File: src/rtl/pe_pkg.sv
// pe_pkg: shared constants and types for the PE front end.
//   PE_N_ELEM   - elements per 7x7 window
//   PE_DATA_W   - element width (raw FP16 bit pattern)
//   PE_TREE_LAT - register stages between adder-tree input bus and final_sum
//   fp16_t          - one FP16 element
//   packer_state_e  - window packer states (FILL, FULL)
package pe_pkg;

  localparam int PE_N_ELEM   = 49;
  localparam int PE_DATA_W   = 16;
  localparam int PE_TREE_LAT = 6;

  typedef logic [PE_DATA_W-1:0] fp16_t;

  typedef enum logic [0:0] {
    FILL = 1'b0,
    FULL = 1'b1
  } packer_state_e;

endpackage

File: src/rtl/valid_delay_line.sv
// valid_delay_line: DEPTH-deep single-bit shift register with asynchronous
// active-low clear. A pulse on 'pulse' in cycle C appears on 'pulse_dly'
// in cycle C+DEPTH.
//   clk       - clock
//   rst_n     - asynchronous active-low clear of every stage
//   pulse     - token entering the line
//   pulse_dly - token leaving the line DEPTH cycles later
module valid_delay_line
  import pe_pkg::*;
#(
  parameter int DEPTH = PE_TREE_LAT
) (
  input  logic clk,
  input  logic rst_n,
  input  logic pulse,
  output logic pulse_dly
);

  logic [DEPTH-1:0] shift_r;

  // Shift tokens one stage per cycle; reset drops every in-flight token.
  always_ff @(posedge clk or negedge rst_n) begin
    if (!rst_n) begin
      shift_r <= '0;
    end else begin
      shift_r <= (shift_r << 1) | DEPTH'(pulse);
    end
  end

  assign pulse_dly = shift_r[DEPTH-1];

endmodule

File: src/rtl/fp16_window_packer_49.sv
// fp16_window_packer_49: serial-to-parallel front end for the 49-input FP16
// adder tree. Collects one element per accepted beat into a 49-slot window,
// presents it on a flat bus with valid/ready, and delays the output
// handshake by the tree latency to mark final_sum as valid.
//
// Ports:
//   clk, rst_n          - clock, asynchronous active-low reset
//   in_data/in_valid/in_last/in_ready - element input stream
//   out_flat/out_valid/out_ready      - window output (element k at bits
//                                        [16k+15:16k])
//   sum_valid           - tree final_sum belongs to a handshaken window
//   frame_err           - one-cycle pulse when in_last disagrees with count
//
// Build option: define PACKER_ZERO_PAD_EN to turn an early in_last into a
// zero-padded window instead of a discarded frame.
module fp16_window_packer_49
  import pe_pkg::*;
#(
  parameter int N_ELEM   = PE_N_ELEM,
  parameter int DATA_W   = PE_DATA_W,
  parameter int TREE_LAT = PE_TREE_LAT
) (
  input  logic                     clk,
  input  logic                     rst_n,
  input  logic [DATA_W-1:0]        in_data,
  input  logic                     in_valid,
  input  logic                     in_last,
  output logic                     in_ready,
  output logic [DATA_W*N_ELEM-1:0] out_flat,
  output logic                     out_valid,
  input  logic                     out_ready,
  output logic                     sum_valid,
  output logic                     frame_err
);

  localparam int IDX_W = $clog2(N_ELEM);
  localparam logic [IDX_W-1:0] IDX_LAST = IDX_W'(N_ELEM - 1);

`ifdef PACKER_ZERO_PAD_EN
  localparam logic ZERO_PAD = 1'b1;
`else
  localparam logic ZERO_PAD = 1'b0;
`endif

  typedef logic [N_ELEM-1:0][DATA_W-1:0] window_t;

  packer_state_e    state_r, state_n_s;
  logic [IDX_W-1:0] idx_r, idx_n_s;
  window_t          fill_r;
  window_t          out_flat_r;
  window_t          win_s;
  logic             out_valid_r;
  logic             in_ready_r;
  logic             frame_err_r;

  logic accept_s;
  logic slot_free_s;
  logic handshake_s;
  logic complete_s;
  logic fill_wr_s;
  logic fill_win_s;
  logic load_win_s;
  logic load_fill_s;
  logic err_s;

  assign accept_s    = in_valid && in_ready_r;
  assign slot_free_s = !out_valid_r || out_ready;
  assign handshake_s = out_valid_r && out_ready;
  // A window closes on the 49th element, or early on in_last when padding.
  assign complete_s  = accept_s && (state_r == FILL) &&
                       ((idx_r == IDX_LAST) || (in_last && ZERO_PAD));

  // Completed window as it would look this cycle: stored slots below idx,
  // the incoming element at idx, +0.0 above idx (only reachable when padding).
  always_comb begin
    win_s = '0;
    for (int k = 0; k < N_ELEM; k++) begin
      if (IDX_W'(k) < idx_r) begin
        win_s[k] = fill_r[k];
      end else if (IDX_W'(k) == idx_r) begin
        win_s[k] = in_data;
      end else begin
        win_s[k] = DATA_W'(0);
      end
    end
  end

  // Next-state and datapath control for the FILL/FULL machine.
  always_comb begin
    state_n_s   = state_r;
    idx_n_s     = idx_r;
    fill_wr_s   = 1'b0;
    fill_win_s  = 1'b0;
    load_win_s  = 1'b0;
    load_fill_s = 1'b0;
    err_s       = 1'b0;
    case (state_r)
      FILL: begin
        if (complete_s) begin
          err_s = (idx_r == IDX_LAST) && !in_last;
          if (slot_free_s) begin
            load_win_s = 1'b1;
            idx_n_s    = '0;
          end else begin
            fill_win_s = 1'b1;
            state_n_s  = FULL;
          end
        end else if (accept_s && in_last) begin
          // Short frame without padding: drop it and start over.
          idx_n_s = '0;
          err_s   = 1'b1;
        end else if (accept_s) begin
          fill_wr_s = 1'b1;
          idx_n_s   = idx_r + IDX_W'(1);
        end else begin
          idx_n_s = idx_r;
        end
      end
      FULL: begin
        if (slot_free_s) begin
          load_fill_s = 1'b1;
          idx_n_s     = '0;
          state_n_s   = FILL;
        end else begin
          state_n_s = FULL;
        end
      end
      default: begin
        state_n_s = FILL;
        idx_n_s   = '0;
      end
    endcase
  end

  // Control registers; in_ready is registered and low whenever FULL is next.
  always_ff @(posedge clk or negedge rst_n) begin
    if (!rst_n) begin
      state_r     <= FILL;
      idx_r       <= '0;
      in_ready_r  <= 1'b0;
      frame_err_r <= 1'b0;
    end else begin
      state_r     <= state_n_s;
      idx_r       <= idx_n_s;
      in_ready_r  <= (state_n_s == FILL);
      frame_err_r <= err_s;
    end
  end

  // Fill buffer: one slot per accepted beat, or the whole window when parking in FULL.
  always_ff @(posedge clk or negedge rst_n) begin
    if (!rst_n) begin
      fill_r <= '0;
    end else if (fill_win_s) begin
      fill_r <= win_s;
    end else if (fill_wr_s) begin
      fill_r[idx_r] <= in_data;
    end else begin
      fill_r <= fill_r;
    end
  end

  // Output slot: load a new window, or drop valid on handshake, else hold.
  always_ff @(posedge clk or negedge rst_n) begin
    if (!rst_n) begin
      out_flat_r  <= '0;
      out_valid_r <= 1'b0;
    end else if (load_win_s) begin
      out_flat_r  <= win_s;
      out_valid_r <= 1'b1;
    end else if (load_fill_s) begin
      out_flat_r  <= fill_r;
      out_valid_r <= 1'b1;
    end else if (out_ready) begin
      out_valid_r <= 1'b0;
    end else begin
      out_valid_r <= out_valid_r;
    end
  end

  valid_delay_line #(
    .DEPTH(TREE_LAT)
  ) u_sum_delay (
    .clk      (clk),
    .rst_n    (rst_n),
    .pulse    (handshake_s),
    .pulse_dly(sum_valid)
  );

  assign in_ready  = in_ready_r;
  assign out_flat  = out_flat_r;
  assign out_valid = out_valid_r;
  assign frame_err = frame_err_r;

endmodule

File: config.mk
export PLATFORM = sky130hd
export DESIGN_NAME = fp16_window_packer_49
export DESIGN_NICKNAME = d
export VERILOG_FILES = /design/src/rtl/pe_pkg.sv /design/src/rtl/valid_delay_line.sv /design/src/rtl/fp16_window_packer_49.sv
export SDC_FILE = /design/constraint.sdc
export NUM_CORES = 2
export LEC_CHECK = 0
export BUFFER_PORTS_ARGS = -buffer_cell sky130_fd_sc_hd__buf_4
export CORE_MARGIN = 4
export CORE_UTILIZATION = 35
export DETAILED_ROUTE_END_ITERATION = 16
export PLACE_DENSITY = 0.58
export SLEW_MARGIN = 5
export SYNTH_ARGS = -nofsm -noshare
export SYNTH_HDL_FRONTEND = slang
export SYNTH_SLANG_ARGS = --single-unit
export TNS_END_PERCENT = 10
File: constraint.sdc
create_clock -name clk -period 7.9 [get_ports clk]
set_clock_uncertainty 0.1 [all_clocks]
set_input_delay 0.79 -clock clk [delete_from_list [all_inputs] [get_ports clk]]
set_output_delay 0.79 -clock clk [all_outputs]
set_load 0.01 [all_outputs]
==> results.json <==
{
  "power_density_nw_per_um2": 224,
  "area_growth_pct": 21.5,
  "startpoint": "idx_r[0]$_DFFE_PN0P_",
  "yosys_warnings": 0,
  "rr_startpoint": "idx_r[0]$_DFFE_PN0P_",
  "setup_viol": 0,
  "layout-drive-gt1-share_pct": 27.1,
  "cts_buffers": 174,
  "cpPeakStageDelay_ns": 1.07,
  "peakVddDrop_mv": 0.169,
  "max_slew_margin_pct": 13.7,
  "rsz0062_at_grt": "no",
  "finalPower_mw": 17.5,
  "io-pin-count": 809,
  "cp_slowest_cell": "nor3_2",
  "path_clk_slew_ns": 0.06,
  "drc": 0,
  "dieArea_sq_um": 190000,
  "cp_num_buf_inv": 1,
  "yosys_register_bits": 1584,
  "wl_per_cell_um": 26.2,
  "post_cts_resized": 0,
  "fin_crit_sh_pct": 65.9,
  "initialDrtViolationCount": 4386,
  "grt_max_degree": 203,
  "netlist_area_sq_um": 64100,
  "async_flop_share_pct": 100,
  "rows": 156,
  "fp.coreArea_sq_um": 181000,
  "busiest_layer": "met2",
  "nets": 6543,
  "synth_nets": 5926,
  "initial_core_util_pct": 35.3,
  "via_per_inst": 5.32,
  "clock-sinks": 1584,
  "synth_enable_flop_cells": 0,
  "met2_usage_pct": 39.3,
  "crit_chain": "clkinv_1, ha_1, nand3b_1, nor3_2, o21ai_1, nor3_2, a22o_1",
  "cpMostUsedCell": "nor3_2",
  "reg2reg_depth": 7,
  "status": "finished clean",
  "drt-pass1-iter-count": 6,
  "maxCapViolCount": 0,
  "cts_setup_buffers": 0,
  "synth-main-ff-cell": "dfrtp_1",
  "grt_overflow": 0,
  "crit_family": "simple AND/OR/NAND/NOR gates",
  "fmaxAchievable_mhz": 192,
  "globalRouteMet3Util_pct": 4.79,
  "netlist_instances": 5902,
  "whs_ns": 0.128,
  "clockBufferDepth": 3,
  "port_buffers": 808,
  "fin_util_pct": 42.9,
  "endpoint": "fill_r[368]$_DFFE_PN0P_",
  "hold_path.class": "input port to flop",
  "die_w_um": 436,
  "leakage_nw": 40.5,
  "r2r-end": "fill_r[368]$_DFFE_PN0P_",
  "slew_viol_final": 0,
  "grt_pass1_wl_um": 342000,
  "synth_area_per_cell_sq_um": 10.9,
  "htree_levels": 4,
  "reg2reg_slack_ns": 2.69,
  "fp.dieH_um": 436,
  "ys_seq_area_share_pct": 61.9,
  "vias": 48066,
  "first_global_vias": 47780,
  "cp-start-kind": "flop",
  "worstSetupPathType": "flop to flop",
  "hpwl_um": 149000,
  "ys_types": 77,
  "drtAntennaViolNets": 0,
  "grt_use_met1_pct": 30.2,
  "finalHoldViolations": 0,
  "cp.arrival_ns": 5.84,
  "fin_crit_ns": 5.21,
  "gp_congestion": 0.904,
  "wirelength_um": 237000,
  "worst_ep_required_time_ns": 8.54,
  "grt_usage_pct": 24.3,
  "antenna_found_initial": 10,
  "tightest_slew_ns": 1.29,
  "cp.depth": 7,
  "clock-root-buffer": "clkbuf_16",
  "cts_tree": "yes",
  "end_kind": "flop",
  "tns_ns": 0,
  "clkLatencyLatePin_ns": 0.81,
  "cp_max_fo": 21,
  "postCtsHoldBufs": 1
}
## cell usage after synthesis, drive strengths merged (36+ instances only)
master / instances / share of area, %
o31ai: 39 / 0.46
nand2: 1976 / 12
o22ai: 36 / 0.35
a221o: 66 / 1.0
a22oi: 63 / 0.74
o21ai: 243 / 1.9
a21oi: 98 / 0.77
clkbuf: 286 / 1.7
buf: 176 / 1.9
mux2: 566 / 10
nor2: 281 / 1.7
a221oi: 50 / 0.68
a22o: 110 / 1.5
nor3: 63 / 0.59
dfrtp: 1584 / 62
## power breakdown
part	leakage [nW]	internal, mW	switching [mW]
Sequential	22.0	8.29	0.100
Combinational	15.6	0.188	0.497
Clock	2.91	4.93	3.45
Total	40.5	13.4	4.04
## cell families (layout without fill, tap and decap cells)
family                     after synthesis  after routing  synth area share [%]
muxes                                  567            567                  9.97
buffers and inverters                  475           1234                  3.64
DFF                                   1584           1584                  61.9
xor gates and xnor gates                 1              1                0.0137
other                                    0              7                     0
adders and majority gates                3              3                0.0586
and+or+nand+nor                       2454           2454                  15.5
AOI/OAI and AO/OA                      818            818                  8.93
## cell type report
class,instances,area [sq um]
inverter,13,48.8
multi-input combinational,3843,22200
timing repair buffer,903,7030
antenna,7,17.5
sequential,1584,39600
clock inverter,56,719
fill,17217,104000
clock buffer,262,5180
tap,2370,2970
## metrics by stage
stage | setup WS [ns] | cell area (sq um) | cells
final | 2.69 | 77800 | 9038
after floorplan | 5.12 | 64100 | 5902
after CTS | 2.76 | 77800 | 9031
after global routing | 2.38 | 77800 | 9033
after global placement | 2.89 | 71900 | 8712
after detailed placement | 2.79 | 71900 | 8712
## how the worst min path moves through the flow
stage | startpoint | slack, ns | endpoint | cells past startpoint
after global placement | u_sum_delay.shift_r[1]$_DFF_PN0_ | 0.23 | u_sum_delay.shift_r[2]$_DFF_PN0_ | 0
after floorplan | u_sum_delay.shift_r[0]$_DFF_PN0_ | 0.23 | u_sum_delay.shift_r[1]$_DFF_PN0_ | 0
after detailed placement | u_sum_delay.shift_r[1]$_DFF_PN0_ | 0.23 | u_sum_delay.shift_r[2]$_DFF_PN0_ | 0
after CTS | out_ready | 0.04 | u_sum_delay.shift_r[0]$_DFF_PN0_ | 2
after global routing | out_ready | 0.11 | u_sum_delay.shift_r[0]$_DFF_PN0_ | 2
final | out_ready | 0.13 | u_sum_delay.shift_r[0]$_DFF_PN0_ | 2
## metal layers
layer | part of all wire (%) | vias up
met4 | 6.9 | 0
li1 | - | 21134
met2 | 47 | 1667
met3 | 6.2 | 462
met1 | 40 | 24803
met5 | 0 | -
## cells in the final DEF (no fill, tap or decap), types with 43 or more instances in the layout
master / instances
a21oi_1: 97
a221o_1: 66
a221oi_1: 50
a22o_1: 110
a22oi_1: 63
buf_4: 883
clkbuf_1: 43
clkbuf_16: 178
dfrtp_1: 1581
mux2_2: 561
nand2_1: 1971
nor2_1: 274
nor3_1: 49
o21ai_0: 193
o21ai_1: 48
## flip-flops by register name, indices dropped and copies added, names as in the netlist
signal / count
frame_err: 1
fill_r: 784
u_sum_delay.shift_r: 6
in_ready: 1
state_r: 1
out_flat: 784
idx_r: 6
out_valid: 1
(Power assumes the default switching activity.)
